`config.mk`:
```
export PLATFORM = sky130hd
export DESIGN_NAME = mem_stage_flat
export DESIGN_NICKNAME = d
export VERILOG_FILES = /design/src/rtl/mem_stage_if.sv /design/src/rtl/mem_stage.sv /design/src/flat_wrapper.sv
export SDC_FILE = /design/constraint.sdc
export NUM_CORES = 1
export LEC_CHECK = 0
export CAP_MARGIN = 20
export CORE_ASPECT_RATIO = 0.9
export CORE_MARGIN = 2
export CORE_UTILIZATION = 35
export CTS_CLUSTER_SIZE = 16
export DETAILED_ROUTE_END_ITERATION = 7
export PLACE_DENSITY = 0.85
export SLEW_MARGIN = 40
export SYNTH_ARGS = -nofsm -noshare
export SYNTH_HDL_FRONTEND = slang
export SYNTH_SLANG_ARGS = --single-unit
```
`constraint.sdc`:
```
create_clock -name clk -period 4.25 [get_ports clk]
set_clock_uncertainty 0.2 [all_clocks]
set_input_delay 0.85 -clock clk [delete_from_list [all_inputs] [get_ports clk]]
set_output_delay 0.85 -clock clk [all_outputs]
set_load 0.1 [all_outputs]
```
`src/rtl/mem_stage_if.sv`:
```
// Data-memory handshake between the Y86 memory stage (master) and the data memory (slave).
// Widths are global defines shared by every pipeline stage.
`ifndef WORD
`define WORD 32
`endif
`ifndef NIBBLE
`define NIBBLE 4
`endif

interface mem_stage_if;
   logic              mem_req_o;
   logic              mem_we_o;
   logic [`WORD-1:0]  mem_addr_o;
   logic [`WORD-1:0]  mem_wdata_o;
   logic              mem_ack_i;
   logic [`WORD-1:0]  mem_rdata_i;
   logic              mem_err_i;

   modport master (
      output mem_req_o, mem_we_o, mem_addr_o, mem_wdata_o,
      input  mem_ack_i, mem_rdata_i, mem_err_i
   );

   modport slave (
      input  mem_req_o, mem_we_o, mem_addr_o, mem_wdata_o,
      output mem_ack_i, mem_rdata_i, mem_err_i
   );
endinterface

```
`src/rtl/mem_stage.sv`:
```
// Y86 memory stage: M pipeline register plus a wait-state tolerant data-memory access.
// While an access is pending the stage requests a stall and shows a bubble to W.
`ifndef WORD
`define WORD 32
`endif
`ifndef NIBBLE
`define NIBBLE 4
`endif

module mem_stage (
   input  logic                clk,
   input  logic                rst,
   input  logic                M_stall_i,
   input  logic                M_bubble_i,
   input  logic [`NIBBLE-1:0]  E_icode_i,
   input  logic [`NIBBLE-1:0]  E_stat_i,
   input  logic                e_Cnd_i,
   input  logic [`WORD-1:0]    e_valE_i,
   input  logic [`WORD-1:0]    E_valA_i,
   input  logic [`NIBBLE-1:0]  e_dstE_i,
   input  logic [`NIBBLE-1:0]  E_dstM_i,
   mem_stage_if.master         mem,
   output logic [`NIBBLE-1:0]  M_icode_o,
   output logic [`WORD-1:0]    M_valE_o,
   output logic [`NIBBLE-1:0]  M_dstE_o,
   output logic [`NIBBLE-1:0]  M_dstM_o,
   output logic [`WORD-1:0]    m_valM_o,
   output logic [`NIBBLE-1:0]  m_stat_o,
   output logic                M_Cnd_o,
   output logic [`WORD-1:0]    M_valA_o,
   output logic                m_busy_o
);

   localparam logic [`NIBBLE-1:0] INOP    = 4'h1;
   localparam logic [`NIBBLE-1:0] IRMMOVL = 4'h4;
   localparam logic [`NIBBLE-1:0] IMRMOVL = 4'h5;
   localparam logic [`NIBBLE-1:0] ICALL   = 4'h8;
   localparam logic [`NIBBLE-1:0] IRET    = 4'h9;
   localparam logic [`NIBBLE-1:0] IPUSHL  = 4'hA;
   localparam logic [`NIBBLE-1:0] IPOPL   = 4'hB;
   localparam logic [`NIBBLE-1:0] RNONE   = 4'hF;
   localparam logic [`NIBBLE-1:0] SAOK    = 4'h1;
   localparam logic [`NIBBLE-1:0] SADR    = 4'h3;

   typedef enum logic {ACC, DONE} state_t;

   state_t              state;
   logic [`NIBBLE-1:0]  m_icode, m_stat, m_dstE, m_dstM;
   logic                m_cnd;
   logic [`WORD-1:0]    m_valE, m_valA, valM_q;
   logic                err_q;
   logic                is_write, is_read, memop, hold, acked;

   always_comb begin
      is_write = 1'b0;
      is_read  = 1'b0;
      case (m_icode)
         IRMMOVL, ICALL, IPUSHL: is_write = 1'b1;
         IMRMOVL, IRET, IPOPL:   is_read  = 1'b1;
         default: ;
      endcase
   end

   assign memop    = (m_stat == SAOK) & (is_write | is_read);
   assign acked    = memop & (state == ACC) & mem.mem_ack_i;
   assign m_busy_o = memop & (state == ACC) & ~mem.mem_ack_i;
   assign hold     = M_stall_i | m_busy_o;

   // Request is derived from M contents, so an async reset drops it immediately.
   assign mem.mem_req_o   = memop & (state == ACC);
   assign mem.mem_we_o    = mem.mem_req_o & is_write;
   assign mem.mem_addr_o  = (m_icode == IRET || m_icode == IPOPL) ? m_valA : m_valE;
   assign mem.mem_wdata_o = m_valA;

   // A fresh M load always restarts the access; a completion under external
   // stall parks the result in valM_q so the access is never repeated.
   always_ff @(posedge clk or posedge rst) begin
      if (rst) begin
         m_icode <= INOP;
         m_stat  <= SAOK;
         m_cnd   <= 1'b0;
         m_valE  <= '0;
         m_valA  <= '0;
         m_dstE  <= RNONE;
         m_dstM  <= RNONE;
         state   <= ACC;
         valM_q  <= '0;
         err_q   <= 1'b0;
      end else if (!hold) begin
         if (M_bubble_i) begin
            m_icode <= INOP;
            m_stat  <= SAOK;
            m_cnd   <= 1'b0;
            m_valE  <= '0;
            m_valA  <= '0;
            m_dstE  <= RNONE;
            m_dstM  <= RNONE;
         end else begin
            m_icode <= E_icode_i;
            m_stat  <= E_stat_i;
            m_cnd   <= e_Cnd_i;
            m_valE  <= e_valE_i;
            m_valA  <= E_valA_i;
            m_dstE  <= e_dstE_i;
            m_dstM  <= E_dstM_i;
         end
         state  <= ACC;
         valM_q <= '0;
         err_q  <= 1'b0;
      end else if (acked) begin
         valM_q <= (is_read && !mem.mem_err_i) ? mem.mem_rdata_i : '0;
         err_q  <= mem.mem_err_i;
         state  <= DONE;
      end
   end

   always_comb begin
      m_valM_o = '0;
      if (acked && is_read && !mem.mem_err_i)
         m_valM_o = mem.mem_rdata_i;
      else if (state == DONE)
         m_valM_o = valM_q;
   end

   always_comb begin
      m_stat_o = SAOK;
      if (m_busy_o)
         m_stat_o = SAOK;
      else if (m_stat != SAOK)
         m_stat_o = m_stat;
      else if (memop && ((state == DONE && err_q) || (acked && mem.mem_err_i)))
         m_stat_o = SADR;
   end

   assign M_icode_o = m_busy_o ? INOP  : m_icode;
   assign M_dstE_o  = m_busy_o ? RNONE : m_dstE;
   assign M_dstM_o  = m_busy_o ? RNONE : m_dstM;
   assign M_valE_o  = m_valE;
   assign M_Cnd_o   = m_cnd;
   assign M_valA_o  = m_valA;

endmodule
```
`src/flat_wrapper.sv`:
```
// flat-port wrapper written by rule: the top's interface ports become plain ports
module mem_stage_flat 
  (clk, rst, M_stall_i, M_bubble_i, E_icode_i, E_stat_i, e_Cnd_i, e_valE_i, E_valA_i, e_dstE_i, E_dstM_i, M_icode_o, M_valE_o, M_dstE_o, M_dstM_o, m_valM_o, m_stat_o, M_Cnd_o, M_valA_o, m_busy_o, mem_mem_req_o, mem_mem_we_o, mem_mem_addr_o, mem_mem_wdata_o, mem_mem_ack_i, mem_mem_rdata_i, mem_mem_err_i);
  mem_stage_if mem_i ();
  input  logic clk;
  input  logic rst;
  input  logic M_stall_i;
  input  logic M_bubble_i;
  input  logic [`NIBBLE-1:0] E_icode_i;
  input  logic [`NIBBLE-1:0] E_stat_i;
  input  logic e_Cnd_i;
  input  logic [`WORD-1:0] e_valE_i;
  input  logic [`WORD-1:0] E_valA_i;
  input  logic [`NIBBLE-1:0] e_dstE_i;
  input  logic [`NIBBLE-1:0] E_dstM_i;
  output logic [`NIBBLE-1:0] M_icode_o;
  output logic [`WORD-1:0] M_valE_o;
  output logic [`NIBBLE-1:0] M_dstE_o;
  output logic [`NIBBLE-1:0] M_dstM_o;
  output logic [`WORD-1:0] m_valM_o;
  output logic [`NIBBLE-1:0] m_stat_o;
  output logic M_Cnd_o;
  output logic [`WORD-1:0] M_valA_o;
  output logic m_busy_o;
  output wire logic [$bits(mem_i.mem_req_o)-1:0] mem_mem_req_o;
  output wire logic [$bits(mem_i.mem_we_o)-1:0] mem_mem_we_o;
  output wire logic [$bits(mem_i.mem_addr_o)-1:0] mem_mem_addr_o;
  output wire logic [$bits(mem_i.mem_wdata_o)-1:0] mem_mem_wdata_o;
  input wire logic [$bits(mem_i.mem_ack_i)-1:0] mem_mem_ack_i;
  input wire logic [$bits(mem_i.mem_rdata_i)-1:0] mem_mem_rdata_i;
  input wire logic [$bits(mem_i.mem_err_i)-1:0] mem_mem_err_i;
  assign mem_mem_req_o = mem_i.mem_req_o;
  assign mem_mem_we_o = mem_i.mem_we_o;
  assign mem_mem_addr_o = mem_i.mem_addr_o;
  assign mem_mem_wdata_o = mem_i.mem_wdata_o;
  assign mem_i.mem_ack_i = mem_mem_ack_i;
  assign mem_i.mem_rdata_i = mem_mem_rdata_i;
  assign mem_i.mem_err_i = mem_mem_err_i;
  mem_stage u_core (.clk(clk), .rst(rst), .M_stall_i(M_stall_i), .M_bubble_i(M_bubble_i), .E_icode_i(E_icode_i), .E_stat_i(E_stat_i), .e_Cnd_i(e_Cnd_i), .e_valE_i(e_valE_i), .E_valA_i(E_valA_i), .e_dstE_i(e_dstE_i), .E_dstM_i(E_dstM_i), .mem(mem_i), .M_icode_o(M_icode_o), .M_valE_o(M_valE_o), .M_dstE_o(M_dstE_o), .M_dstM_o(M_dstM_o), .m_valM_o(m_valM_o), .m_stat_o(m_stat_o), .M_Cnd_o(M_Cnd_o), .M_valA_o(M_valA_o), .m_busy_o(m_busy_o));
endmodule
```
==> metrics.md, run 1 <==
| Metric | Value |
|---|---|
| Status | completed |
| GRT overflow | 0 |
| Total GRT Usage | 0.198 |
| First-pass GRT wire length | 28300 µm |
| # fillers | 1442 |
| Final Hold Vio Count | 0 |
| WP data arrival | 2650 ps |
| Synth Register Bits | 115 |
| Sequential power share | 0.285 |
| Setup Buffers After CTS | 0 |
| Net Sw Frac | 0.434 |
| Number of DRC markers in iteration 0 | 206 |
| Width of the die | 141 µm |
| Placed cells | 1041 |
| Most common cell after layout, fill and taps aside | o21ai_0 |
| Crit end category | output pin |
| Placed Area | 0.00864 mm² |
| Logic pwr share | 0.388 |
| Worst hold path type | reg2reg |
| Psw | 1.92 mW |
| Slew @ Worst Pin | 670 ps |
| Die H | 128 µm |
| Num rows | 45 |
| Design area | 0.00923 mm² |
| Final Wtd Congestion | 0.802 |
| RSZ-0062 raised after global routing | false |
| Antenna Cells | 0 |
| Synth-to-layout area growth | 55.2% |
| Hpwl dp | 12400 µm |
| PwrDens | 478 mW/mm² |
| RR Endpoint | u_core.M_valA_o[16] |
| Setup TNS | 0 ps |
| Via-to-Cell Ratio | 5.02 |
| Syn Nets | 733 |
| R2R Setup Slk | 1010 ps |
| Clock share of power | 0.327 |
| Maxcap violations | 0 |
| Htree depth | 4 |
| Internal power | 2.50 mW |
| Sequential area share after synthesis | 0.486 |
| End of the critical path | M_dstM_o[1] |
| # resized after CTS | 0 |
| CP required | 3200 ps |
| Critical path class | reg2out |
| Total Power | 4.41 mW |
| Crit share post-route | 0.871 |
| CP Depth | 5 |
| VDD IR-drop max | 0.273 mV |
| Slew margin rel. | 0.554 |
| Reg clk slew, reported paths | 50 ps |
| Crit path time final | 3700 ps |
| Critical-path maximum fanout | 96 |
| Maximum clock rate | 270 MHz |
| DRC violations left | 0 |
| Sink Count | 115 |
| Most frequent cells in the layout | 149 x o21ai_0, 116 x clkdlybuf4s50_1, 105 x dfrtp_1 |
| WL/cell | 16.9 µm |
| Leakage | 4.15 nW |
| Initial antenna violation count | 0 |
| Largest net degree at the start of global routing | 97 |
| IO Port Bufs | 298 |
| Vias in the first global route | 5222 |
| Buf/Inv on CP | 2 |
| Synth warn | 0 |
| Setup crit start kind | flip-flop |
| Mapped Cells | 614 |
| Iteration count of the initial detailed-routing pass | 4 |
| Post-DRT Antenna Nets | 0 |
| Clk root buf | clkbuf_16 |
| Hold-fix buffers, CTS | 0 |
| RR Startpoint | u_core.m_stat[0] |
| Yosys cell types | 29 |
| CP dominant cell by count | buf_12 |
| CP max stage delay | 550 ps |
| Nets@finish | 968 |
| I/O pin total | 299 |
| Worst path slowest cell | dfstp_2 |
| CP delay by family, top | simple AND/OR/NAND/NOR gates |
| Cells on worst reg2reg path | 6 |
| Clock Latency Late Sink | 410 ps |
| Syn Area/Cell | 9.69 µm² |
| Cell breakdown of the critical path | or4b_4 > a2111oi_4 > buf_12 > or2_2 > buf_12 |
| Vias post-DR | 5384 |
| Share of cells above drive strength 1 | 0.324 |
| Num CTS Buffers | 17 |
| Setup violators final | 0 |
| Core Region | 0.0168 mm² |
| Pins Over Slew Limit | 0 |
| Die area | 0.0181 mm² |
| CTS tree | built |
| Routed WL | 18100 µm |
| Non-Filler Instances | 1072 |
| CP startpoint | u_core.m_stat[0] |
| Post-Synthesis Cell Area | 0.00595 mm² |
| Initial Util | 0.355 |
| CTS Buffer Depth | 2 |
[cells by family (layout without fill, tap and decap cells)]
group / Yosys count / after routing / share of synthesized area
AOI/OAI and AO/OA: 234 / 234 / 0.240
and+or+nand+nor: 140 / 140 / 0.130
DFF: 115 / 115 / 0.486
buffers and inverters: 93 / 340 / 0.0841
muxes: 32 / 32 / 0.0606
[worst register-to-register path: cells and delay by family (launching register included)]
family | cells | cell delay [ps]
flip-flops | 1 | 550
AND/OR/NAND/NOR | 2 | 1100
buffers and inverters | 2 | 670
AO/OA/AOI/OAI | 2 | 590
[power groups by stage]
stage	clock network, mW	registers [mW]	logic [mW]
global route	1.52	1.27	1.77
floorplan	0	1.67	0.931
detailed placement	0	1.27	1.72
finish	1.44	1.26	1.71
CTS	1.46	1.26	1.72
global placement	0	1.27	1.79
[cell type report]
cell class | count | area, µm² | share of cell area
clock buffers | 21 | 460 | 0.0499
multi-input cells | 406 | 2570 | 0.278
well taps | 211 | 264 | 0.0286
clock inverters | 10 | 133 | 0.0144
inverters | 2 | 10.0 | 0.00108
flip-flops and latches | 115 | 2890 | 0.313
repair buffers | 307 | 2910 | 0.315
[state kept, by name, indices dropped and copies added, names as in the netlist, 4 cells and up]
| register | cells |
|---|---|
| u_core.M_valE_o | 32 |
| u_core.m_dstE | 4 |
| u_core.m_dstM | 4 |
| u_core.m_stat | 4 |
| u_core.M_valA_o | 32 |
| u_core.m_icode | 4 |
| u_core.valM_q | 32 |
[through the flow]
step	hold WS (ps)	setup WS (ps)	utilization
2_1_floorplan	257	171	-
3_3_place_gp	267	634	0.544
3_5_place_dp	272	580	0.515
4_1_cts	280	530	0.550
5_1_grt	294	455	0.550
6_report	277	549	0.550
[synth_stat cells]
master     number  share of area
a2111oi_4       2         0.0093
a21oi_1         1        0.00084
a22o_1         32          0.047
a22oi_1        33          0.042
buf_1           6         0.0038
buf_2          11         0.0093
buf_4          34          0.043
clkbuf_1       32          0.020
clkbuf_2        8         0.0067
dfrtp_1       105           0.44
dfstp_2        10          0.044
inv_1           2         0.0013
mux2_2         32          0.061
nand2_1         3         0.0019
nand2b_1       72          0.076
nand3b_1        1         0.0013
nor2_1         44          0.028
nor2b_1         5         0.0053
nor3_1          1        0.00084
nor3b_1         1         0.0013
nor4b_1         1         0.0015
o211ai_1        1         0.0013
o21ai_0       149           0.13
o21ai_1        14          0.012
o21bai_1        1         0.0013
o22ai_1         1         0.0011
or2_2          10          0.011
or3b_2          1         0.0015
or4b_4          1         0.0023
[worst min path at each step]
stage                                start          endpoint  slack (ps)  cells past startpoint
after floorplan           u_core.m_dstE[0]  u_core.m_dstE[0]         260                      2
after global placement    u_core.m_dstM[0]  u_core.m_dstM[0]         270                      2
after detailed placement  u_core.m_dstE[1]  u_core.m_dstE[1]         270                      2
after CTS                 u_core.m_dstE[1]  u_core.m_dstE[1]         280                      2
after global routing      u_core.m_dstE[1]  u_core.m_dstE[1]         290                      2
final                     u_core.m_dstE[1]  u_core.m_dstE[1]         280                      2
[metal layers]
metal,up-vias,global-route usage,part of all wire
met3,20,0.0598,0.084
li1,2594,-,-
met4,0,0.0782,0.017
met5,-,0,0
met2,255,0.318,0.47
met1,2515,0.253,0.43
Note: power is estimated with default switching activity, not from simulation.
==> inputs of run 2 (changes only) <==
--- a/config.mk
+++ b/config.mk
@@ -5,7 +5,6 @@
 export SDC_FILE = /design/constraint.sdc
 export NUM_CORES = 1
 export LEC_CHECK = 0
-export CAP_MARGIN = 20
 export CORE_ASPECT_RATIO = 0.9
 export CORE_MARGIN = 2
 export CORE_UTILIZATION = 35
==> results of run 2 <==
Final layout, timing and power as in run 1 (identical DEF).
==> variant 1 (config.mk and constraints of run 1) <==
Reset style: synchronous (`rst`), changed in one clocked block. Comments in the files are not updated.
--- a/src/rtl/mem_stage.sv
+++ b/src/rtl/mem_stage.sv
@@ -75,5 +75,5 @@
    // A fresh M load always restarts the access; a completion under external
    // stall parks the result in valM_q so the access is never repeated.
-   always_ff @(posedge clk or posedge rst) begin
+   always_ff @(posedge clk) begin
       if (rst) begin
          m_icode <= INOP;
Function: differs if rst is asserted again (counterexample within 4 cycles, from zero or initial values and one cycle with rst high); with rst held inactive, the same outputs for 4 cycles.
==> variant 1 against run 1 <==
- worst hold slack worse by 0.023 ns
- final cell count is 12% lower
- critical path type is now primary input to output port
- worst setup slack worse by 0.017 ns
- fmax is 0.45% lower
- highest routed layer unchanged
- sequential cell count stayed put
- cell area is 12% lower
- routed wire length is 12% lower
- core utilization is 5.3 points higher
- register-to-register slack better by 0.73 ns
- critical endpoint is now m_valM_o[7]
- synthesized area is 18% lower
Power is not compared: it rests on default switching activity, and its combinational part moved more than twofold at a synthesized area within 25%.
==> variant 1: results (changes against run 1) <==
- The run finished with clean final reports.
- Count of plain and timing-repair buffers in the layout: 306 (-0.33%)
- Library cell contributing the largest single delay on the critical path: sky130_fd_sc_hd__clkdlybuf4s50_1
- The area fraction of clock buffers and clock inverters is 7.86% (+1.4 points).
* Final-layout non-clock buffer area share: 34.7% (+3.3 points)
- The data arrival time of the worst path is 2.67 ns (+0.02 ns).
- The total routing resource utilization after global routing came to 20.4% (+0.59 points).
- Met2 capacity usage during global routing: 32.9% (+1.1 points)
* Via count: 4,602 (-15%)
* Clock buffer count: 20 (-4.8%)
- Worst slew slack as a fraction of its limit: 61.1% (+5.7 points)
* Total length of routed met3 wires: 1160 um (-23%)
* CP endpoint: m_valM_o[7]
- The total cell area at the placement stage was 0.00748 sq mm (-13%).
- In this design, the largest share of critical-path delay is due to buffers and inverters.
* Syn Inst Count: 507 (-17%)
* Reg-to-reg endpoint: u_core.M_valE_o[0]
* Sequential cell area fraction in the yosys report: 47.2% (-1.4 points)
- The reg2reg setup slack came to 1.74 ns (+0.73 ns).
- The number of placed instances with taps included came to 912 (-12%).
* Fraction of synthesis flops using an asynchronous set or reset pin: 0% (-100 points)
- The final HPWL from detailed placement is 11,800 um (-5.0%).
- The proportion of layout cells with a drive suffix above 1 was 36.4% (+4.0 points).
- Multi-input combinational area share: 26.3% (-1.5 points)
- The first-pass GRT wire length came to 23,500 um (-17%).
* Worst Slack Setup Final: 0.532 ns (-0.0169 ns)
- Maximum number of pins on one net before global-route repair: 62 (-36%)
- The worst hold path terminates at u_core.valM_q[14].
- Placer congestion estimate: 0.839 (+4.6%)
- Detailed-routing wirelength on met1: 6710 um (-14%)
* Via density: 4.89 (-2.7%)
- In the post-synthesis netlist, the biggest area contributors are sky130_fd_sc_hd__dfxtp_1 47%, sky130_fd_sc_hd__a22o_1 13%, sky130_fd_sc_hd__nand2_1 9.2%, sky130_fd_sc_hd__mux2_2 7.4%, sky130_fd_sc_hd__buf_4 5.1%.
* Start of the worst register-to-register path: u_core.state
- The count of routing violations after the opening detailed-route iteration is 254 (+23%).
- Total of fill cells in the finished design: 1,125 (-22%)
- The number of multi-input combinational cells in the layout was 320 (-21%).
- The met3 layer usage reported by global route came to 6.83% (+0.86 points).
- Count of cell types in the netlist: 36 (+24%)
- Register Area: 0.00230 sq mm (-20%)
- Top cell types by occurrence after synthesis: 119 x sky130_fd_sc_hd__nand2_1, 115 x sky130_fd_sc_hd__dfxtp_1, 70 x sky130_fd_sc_hd__a22o_1
- Global routing usage on met1: 25.6% (+0.33 points)
* Crit path max fanout: 26 (-73%)
- Per-cell routed wire length: 16.9 um (-0.16%)
- The post-synthesis net count came to 626 (-15%).
==> variant 1: changes by cell type in the layout (fill, tap and decap cells not counted), moves of 21 or more <==
cell and delta:
sky130_fd_sc_hd__a21oi_1 +21, sky130_fd_sc_hd__a22oi_1 -33, sky130_fd_sc_hd__nand2_1 +117, sky130_fd_sc_hd__o21ai_0 -148, sky130_fd_sc_hd__dfxtp_1 +115, sky130_fd_sc_hd__a22o_1 +38, sky130_fd_sc_hd__nor2_1 -35, sky130_fd_sc_hd__dfrtp_1 -105
sky130_fd_sc_hd__nand2b_1 -63
==> variant 1: kinds of logic (layout without fill, tap and decap cells) <==
kind of cell	after synthesis	count (layout)	share of synthesized area, %
mux	37	37	8.41
compound gates	118	118	19.9
simple gates	165	165	15.0
buf+inv	72	339	9.54
flops	115	115	47.2
==> variant 2 (settings of run 1) <==
Made on the original files. `NIBBLE`: 4 -> 6.
--- a/src/rtl/mem_stage_if.sv
+++ b/src/rtl/mem_stage_if.sv
@@ -5,5 +5,5 @@
 `endif
 `ifndef NIBBLE
-`define NIBBLE 4
+`define NIBBLE 6
 `endif
 
Interface: changed (8 resized); port bits go from 299 to 315. The function was not compared with the original's and may differ.
==> variant 2 against run 1 <==
- final cell count fell by 4.3%
- sequential power up 6%
- count of clock-buffer cells in the layout decreased by 3
- critical endpoint is now m_valM_o[1]
- synthesized area grew 0.53%
- non-clock buffer count is 23 higher
- critical path type is now primary input to output port
- sequential cell count up 8
- routed wire length grew 12%
- cell area rose by 7.1%
- largest power group unchanged
- via count rose by 2.2%
- power grew 3.3%
- worst setup slack lost 0.21 ns
==> variant 2: results (changes against run 1) <==
- The run finished with clean final reports.
- Number of iterations in the first detailed-routing pass: 6 (+2)
- The maximum resistive drop on vdd came to 314 uV (+15%).
- The routability congestion estimate is 0.830 (+3.4%).
* Net count after synthesis: 669 (-8.7%)
- Share of cells above drive strength 1: 35.7% (+3.3 points)
* Lkg Pwr: 4.52 nW (+8.8%)
- Final-stage net count: 930 (-3.9%)
* CP delay by family, top: buffers and inverters
- The via total after detailed routing was 5,502 (+2.2%).
- Maximum number of pins on one net before global-route repair: 124 (+28%)
- Total of fill cells in the finished design: 1,377 (-4.5%)
- Library cell contributing the largest single delay on the critical path: sky130_fd_sc_hd__clkdlybuf4s50_1
- The final HPWL from detailed placement came to 14,200 um (+14%).
- The share of synthesized area occupied by flip-flops and latches is 51.7% (+3.1 points).
- Per-cell routed wire length: 19.7 um (+17%)
- Yosys attributes the largest share of cell area to sky130_fd_sc_hd__dfrtp_1 47%, sky130_fd_sc_hd__a32o_1 13%, sky130_fd_sc_hd__nand2_1 6.2%, sky130_fd_sc_hd__mux2_2 6.0%, sky130_fd_sc_hd__dfstp_2 4.4%.
- Port Buf Inserts: 314 (+5.4%)
- All-layer global routing usage: 22.0% (+2.2 points)
- The critical path's largest stage delay is 0.62 ns (+0.07 ns).
- Number of gates given a new drive strength after cts: 0 (unchanged)
- Total net switching power: 0.00190 W (-0.67%)
- Arrival time of the worst setup path: 2.86 ns (+0.21 ns)
- The headroom to the max-slew limit was 47.3% (-8.0 points).
* Count of cell types in the netlist: 40 (+38%)
* Top cell types by occurrence after synthesis: 113 x sky130_fd_sc_hd__dfrtp_1, 98 x sky130_fd_sc_hd__nand2_1, 77 x sky130_fd_sc_hd__a32o_1
## variant 2: cell count changes after synthesis, moves of 14 or more
| cell | delta |
|---|---|
| sky130_fd_sc_hd__nand3_1 | +34 |
| sky130_fd_sc_hd__a22oi_1 | -33 |
| sky130_fd_sc_hd__nand2_1 | +95 |
| sky130_fd_sc_hd__nand2b_1 | -63 |
| sky130_fd_sc_hd__a22o_1 | -31 |
| sky130_fd_sc_hd__o21ai_1 | -14 |
| sky130_fd_sc_hd__a32o_1 | +77 |
| sky130_fd_sc_hd__nor2_1 | -42 |
| sky130_fd_sc_hd__a21oi_1 | +32 |
| sky130_fd_sc_hd__o21ai_0 | -149 |
## variant 2: power by group through the flow
stage	registers, W	logic, W	clock network (W)
finish	0.00133	0.00176	0.00146
global placement	0.00135	0.00184	0
detailed placement	0.00135	0.00176	0
floorplan	0.00172	0.000902	0
global route	0.00134	0.00181	0.00154
CTS	0.00133	0.00177	0.00149
## variant 2: area by class of cell
cell class / count / area, sq um / share of cell area (%)
inverter: 6 / 26.3 / 0.266
clock inverter: 13 / 151 / 1.53
tap: 211 / 264 / 2.67
timing repair buffer: 330 / 3600 / 36.5
clock buffer: 18 / 439 / 4.44
multi-input combinational: 325 / 2310 / 23.3
sequential: 123 / 3090 / 31.3
## variant 2: layer usage
| layer | global-route usage [%] | routed length [um] | up-vias |
|---|---|---|---|
| met5 | 0 | 0 | - |
| met4 | 8.76 | 558 | 0 |
| met3 | 5.08 | 1070 | 41 |
| met2 | 34.8 | 9930 | 207 |
| met1 | 29.4 | 8700 | 2770 |
| li1 | - | - | 2484 |
## variant 2: worst paths after layout
path                                        start                  end  slack (ns)  depth (start not counted)
worst max-delay path                mem_mem_ack_i          m_valM_o[1]        0.34                          7
worst min-delay path             u_core.m_dstE[4]     u_core.m_dstE[4]        0.28                          1
worst max register to register  u_core.m_icode[3]  u_core.M_valA_o[30]        1.21                          5
worst min register to register   u_core.m_dstE[4]     u_core.m_dstE[4]        0.28                          1
max in group asynchronous                     rst  u_core.M_valE_o[27]        2.55                          3
min in group asynchronous                     rst    u_core.valM_q[23]        0.79                          3
## variant 2: per-stage QoR
step	std cells	setup WS [ns]	power (W)	area, sq um	util [%]
global placement	994	0.447	0.00319	9780	58.3
detailed placement	994	0.370	0.00311	9260	55.2
CTS	1025	0.363	0.00459	9850	58.7
floorplan	542	0.320	0.00262	5990	-
finish	1026	0.341	0.00456	9880	58.9
global route	1026	0.218	0.00470	9880	58.9
## variant 2: cell families (layout without fill, tap and decap cells)
| group | after synthesis | in the layout | share of synthesized area [%] |
|---|---|---|---|
| muxes | 33 | 33 | 6.19 |
| buffers and inverters | 94 | 367 | 10.4 |
| AOI/OAI and AO/OA | 131 | 131 | 19.0 |
| and+or+nand+nor | 161 | 161 | 12.7 |
| DFF | 123 | 123 | 51.7 |
